==> src/rtl/game_hex_fx.sv <==
// Display-effects stage between the HEX segment PIO and the physical pins.
// Adds per-digit blinking and a software-triggered N-pulse flash burst, controlled over Avalon-MM.
module game_hex_fx #(
  parameter int DIGITS         = 4,
  parameter int CNT_W          = 26,
  parameter int DEFAULT_PERIOD = 25000000
) (
  input  logic                  clk,
  input  logic                  reset_n,
  input  logic [1:0]            address,
  input  logic                  chipselect,
  input  logic                  write_n,
  input  logic [31:0]           writedata,
  output logic [31:0]           readdata,
  input  logic [DIGITS*7-1:0]   seg_in,
  output logic [DIGITS*7-1:0]   hex_out,
  output logic                  fx_done
);

  localparam logic [1:0] ST_IDLE      = 2'd0;
  localparam logic [1:0] ST_FLASH_OFF = 2'd1;
  localparam logic [1:0] ST_FLASH_ON  = 2'd2;

  localparam logic [CNT_W-1:0] CNT_ONE = CNT_W'(1);

  logic [1:0]          state;
  logic [CNT_W-1:0]    cnt;
  logic [CNT_W-1:0]    period;
  logic                phase;
  logic [7:0]          remaining;
  logic                done;
  logic                blink_en;
  logic [DIGITS-1:0]   blink_mask;

  logic                wr_en;
  logic                ctrl_wr;
  logic                period_wr;
  logic                flash_start;
  logic                status_wr;
  logic                busy;
  logic                run;
  logic                tick;
  logic                burst_end;
  logic [DIGITS*7-1:0] idle_pattern;
  logic                unused_wd;

  assign wr_en       = chipselect && !write_n;
  assign ctrl_wr     = wr_en && (address == 2'd0);
  assign period_wr   = wr_en && (address == 2'd1);
  assign flash_start = wr_en && (address == 2'd2) && (writedata[7:0] != 8'd0);
  assign status_wr   = wr_en && (address == 2'd3);

  assign busy    = (state != ST_IDLE);
  assign fx_done = done;

  // The prescaler only runs while something consumes its ticks: a burst, or enabled blinking.
  assign run  = busy || blink_en;
  assign tick = run && (cnt == period - CNT_ONE);

  // A FLASH restart or PERIOD write in the same cycle preempts the final tick of a burst.
  assign burst_end = (state == ST_FLASH_ON) && tick && (remaining == 8'd1)
                     && !flash_start && !period_wr;

  assign unused_wd = ^writedata[31:CNT_W];

  always_ff @(posedge clk or negedge reset_n) begin
    if (!reset_n) begin
      blink_en   <= 1'b0;
      blink_mask <= '0;
      period     <= CNT_W'(DEFAULT_PERIOD);
    end else begin
      // NOTE: sequential state is always updated with <= so every register samples pre-edge values.
      if (ctrl_wr) begin
        blink_en   <= writedata[0];
        blink_mask <= writedata[4 +: DIGITS];
      end
      if (period_wr)
        period <= (writedata[CNT_W-1:0] == '0) ? CNT_ONE : writedata[CNT_W-1:0];
    end
  end

  always_ff @(posedge clk or negedge reset_n) begin
    if (!reset_n) begin
      state     <= ST_IDLE;
      cnt       <= '0;
      phase     <= 1'b1;
      remaining <= 8'd0;
    end else if (flash_start) begin
      state     <= ST_FLASH_OFF;
      remaining <= writedata[7:0];
      cnt       <= '0;
    end else if (period_wr) begin
      cnt   <= '0;
      phase <= 1'b1;
    end else begin
      cnt <= (!run || tick) ? '0 : cnt + CNT_ONE;
      case (state)
        ST_IDLE: begin
          if (!blink_en)
            phase <= 1'b1;
          else if (tick)
            phase <= ~phase;
        end
        ST_FLASH_OFF: begin
          if (tick)
            state <= ST_FLASH_ON;
        end
        ST_FLASH_ON: begin
          if (tick) begin
            remaining <= remaining - 8'd1;
            if (remaining == 8'd1) begin
              state <= ST_IDLE;
              phase <= 1'b1;
            end else begin
              state <= ST_FLASH_OFF;
            end
          end
        end
        default: state <= ST_IDLE;
      endcase
    end
  end

  // Completion sets done even when software clears it in the same cycle.
  always_ff @(posedge clk or negedge reset_n) begin
    if (!reset_n)
      done <= 1'b0;
    else if (burst_end)
      done <= 1'b1;
    else if (status_wr && writedata[1])
      done <= 1'b0;
  end

  always_comb begin
    // NOTE: default assignment first so no path through the block leaves a latch behind.
    idle_pattern = seg_in;
    for (int i = 0; i < DIGITS; i++) begin
      if (blink_en && blink_mask[i] && !phase)
        idle_pattern[7*i +: 7] = 7'h7F;
    end
  end

  always_ff @(posedge clk or negedge reset_n) begin
    if (!reset_n)
      hex_out <= '1;
    else begin
      case (state)
        ST_FLASH_OFF: hex_out <= '1;
        ST_FLASH_ON:  hex_out <= seg_in;
        default:      hex_out <= idle_pattern;
      endcase
    end
  end

  always_comb begin
    readdata = '0;
    case (address)
      2'd0: begin
        readdata[0]             = blink_en;
        readdata[4 +: DIGITS]   = blink_mask;
      end
      2'd1:    readdata[CNT_W-1:0] = period;
      2'd2:    readdata[7:0]       = remaining;
      default: readdata[1:0]       = {done, busy};
    endcase
  end

endmodule

==> config.mk <==
export PLATFORM = sky130hd
export DESIGN_NAME = game_hex_fx
export DESIGN_NICKNAME = d
export VERILOG_FILES = /design/src/rtl/game_hex_fx.sv
export SDC_FILE = /design/constraint.sdc
export NUM_CORES = 1
export LEC_CHECK = 0
export BUFFER_PORTS_ARGS = -buffer_cell sky130_fd_sc_hd__buf_2
export CAP_MARGIN = 40
export CORE_ASPECT_RATIO = 1.4
export CORE_MARGIN = 2
export CORE_UTILIZATION = 59
export CTS_BUF_LIST = sky130_fd_sc_hd__clkbuf_16
export DETAILED_ROUTE_END_ITERATION = 10
export HOLD_SLACK_MARGIN = 0.08
export MAX_ROUTING_LAYER = met4
export PLACE_DENSITY = 0.85
export SLEW_MARGIN = 20
export SYNTH_ARGS = -nofsm -noshare
export SYNTH_HDL_FRONTEND = slang
export SYNTH_SLANG_ARGS = --single-unit
==> constraint.sdc <==
create_clock -name clk -period 5.2 [get_ports clk]
set_clock_uncertainty 0.1 [all_clocks]
set_input_delay 0.52 -clock clk [delete_from_list [all_inputs] [get_ports clk]]
set_output_delay 0.52 -clock clk [all_outputs]
set_load 0.05 [all_outputs]
==> impl_metrics.yaml <==
status:
  outcome: "finished, final reports clean"
worst_setup_path:
  timing.critical_path.from_type: "flip-flop"
  timing.critical_path.to_type: "flip-flop"
  cp_data_arrival_time_ns: 3.96
  cp.required_ns: 5.31
  timing.critical_path.buf_inv: 1
  worst_path_dominant_cell_family: "simple AND/OR/NAND/NOR gates"
  r2r_end: "cnt[3]"
  worstPathMaxFanout: 26
  crit_path_top_delay_cell: "or4b_1"
  worst-r2r-setup-slack_ns: 1.35
  path_class: "flip-flop to flip-flop"
  r2r.worst_path.cells: 11
  timing.critical_path.slowest_cell_delay_ns: 0.53
  critical_r2r_launch: "period[0]"
  worstPathCellList: "inv_1, ha_1, and4bb_2, o211ai_1, nor4_1, nand4_1, or4b_1, a2111o_1, or2_1, nand3_2, nor2_1"
logic_synthesis:
  synth_fa_ha_area_share_pct: 2.66
  synth_cell_area_um2: 5650
  post_synth_xor_area_fraction_pct: 9.30
  post_synth.cell_area_avg_um2: 9.44
  synth_top_family_by_area: "simple AND/OR/NAND/NOR gates"
  yosys_warnings: 0
  synth_seq_area_share_pct: 43.9
  synthSimpleGateAreaFrac_pct: 24.8
  synthesis.instances: 599
  yosys.cell_types.count: 60
  top_ff_cell_synth: "dfrtp_1"
  register_bit_total_from_synthesis: 97
  synth-compound-area-share_pct: 8.01
  yosys-mux-area-fraction_pct: 7.08
  synth_async_sr_flop_share_pct: 100
  number_of_flops_mapped_to_enable_cells_by_yosys: 0
placed_design:
  place.gp.congestion: 0.963
  numPortBuffers: 114
  dp.final_hpwl_mm: 10.4
cts:
  h-tree-depth: 3
  tritoncts: "built"
  postCtsHoldBufs: 0
  clock-root-buffer: "clkbuf_16"
  clk_pin_slew_worst_paths_ns: 0.07
  cts.repair.resized: 0
  max-clock-path-buffers: 2
  insertion_delay_ns: 0.35
  cts_post_setup_buffers_inserted: 0
  cts.sink_count: 97
  num_cts_buffers: 9
sta:
  fin_tns_setup_ns: 0
  report.final.slew_viol_count: 0
  rsz0062_at_grt: "false"
  holdWs_ns: 0.0688
  worst-slew-pin-transition_ns: 0.641
  number_of_setup_violations_in_the_final_report: 0
  timing.final.crit_share_pct: 74.1
  final_hold_viol_count: 0
  timing.max_slew.rel_slack_pct: 57.0
  max_clock_freq_mhz: 260
  min_period_ns: 3.85
global_route:
  grt_antenna_before_repair: 0
  grt.overflow.total: 0
  maximum_number_of_pins_on_one_net_before_global_route_repair: 52
  grt_usage_pct: 29.2
  first_pass_grt_wire_length_mm: 23.3
  first_global_vias: 4939
floorplan:
  top_level_ports: 127
  placement_rows: 42
  core-area_um2: 9410
  die_h_um: 120
  fp.dieW_um: 86.7
  floorplan.die_area_um2: 10400
  initial_core_utilization_pct: 60.1
drt:
  drc: 0
  finalWirelength_mm: 14.2
  via_count: 4891
  detail_route.iter0.violations: 428
  wl_per_cell_um: 17.5
  detail-route-antenna-nets: 0
  vias_per_cell: 6.03
  firstDrtPassIters: 7
pwr:
  powerDensity_nw_per_um2: 466
  ir_drop_mv: 0.460
  p_leak_nw: 3.02
  total_power_mw: 3.06
finish:
  multi_input_logic_area_um2: 2950
  fraction_of_layout_cells_with_a_size_suffix_above_1_pct: 31.0
  final-seq-area_um2: 2480
  antenna_cells_inserted: 0
  layout_common_cells: "113 x buf_2, 87 x nand2_1, 58 x nor2_1, 56 x dfrtp_1, 41 x dfstp_2"
  final_nets: 774
  areaGrowthSynthToFinish_pct: 16.1
  final_common_cell: "buf_2"
  filler_cell_count: 674
min_path:
  hp-class: "input port to asynchronous set/reset pin"
job:
  drv_cap: 0
[power breakdown]
| part | internal [mW] | switching [mW] |
|---|---|---|
| Clock | 0.389 | 0.322 |
| Combinational | 0.332 | 0.827 |
| Sequential | 1.01 | 0.176 |
| Total | 1.73 | 1.32 |
[registers in the layout (all words and copies together), names as in the netlist]
name and count:
period 26, blink_en 1, phase 1, state 2, fx_done 1, cnt 26
remaining 8, hex_out 28, blink_mask 4
[metrics by stage]
step | area, um2 | util (%) | setup WS, ns | instances
3_3_place_gp | 6210 | 66.0 | 1.44 | 793
6_report | 6560 | 69.8 | 1.35 | 811
5_1_grt | 6560 | 69.8 | 1.07 | 811
2_1_floorplan | 5670 | - | 1.68 | 604
3_5_place_dp | 6230 | 66.2 | 1.43 | 794
4_1_cts | 6550 | 69.6 | 1.38 | 810
[worst reg2reg max path, cell delays in order (launching register included)]
cell and delay (ns):
dfrtp_1 0.50, inv_1 0.10, ha_1 0.31, and4bb_2 0.26, o211ai_1 0.09, nor4_1 0.30, nand4_1 0.12, or4b_1 0.53
a2111o_1 0.45, or2_1 0.38, nand3_2 0.42, nor2_1 0.14
[layout make-up]
class	count	share of cell area, %
multi-input cells	456	45.0
repair buffers	118	9.42
flip-flops and latches	97	37.8
well taps	110	2.10
clock buffers	9	3.43
inverters	14	0.801
clock inverters	7	1.45
[per-layer routing]
layer	global-route usage [%]	up-vias	routed length, um
li1	-	2265	-
met1	33.5	2337	5410
met2	48.9	234	7330
met3	5.09	55	793
met4	14.3	0	633
met5	-	-	0
[synthesized netlist by cell type, types with 14 or more instances]
master / number / share of area [%]
mux2_2: 32 / 6.4
a21oi_1: 15 / 1.3
nand4_1: 19 / 2.1
xor2_1: 31 / 4.8
inv_1: 14 / 0.93
nor3_1: 16 / 1.4
o21ai_0: 19 / 1.7
nand3_1: 17 / 1.5
xnor2_1: 29 / 4.5
and2_1: 23 / 2.5
dfrtp_1: 56 / 25
clkbuf_1: 20 / 1.3
dfstp_2: 41 / 19
nor2_1: 58 / 3.9
nand2_1: 87 / 5.8
[logic make-up after synthesis]
logic type | count (synthesis)
mux | 36
xor+xnor | 60
compound gates | 68
other cells | 1
flops | 97
fa+ha+maj | 12
simple gates | 274
buf+inv | 51
[worst max path at each step]
stage,start,endpoint,cells past startpoint
finish,period[0],cnt[3],11
global route,period[0],cnt[11],11
CTS,period[0],cnt[3],11
detailed placement,period[0],cnt[19],11
global placement,period[0],cnt[25],11
floorplan,period[0],phase,15
No activity file was read; power rests on OpenSTA's default activity.
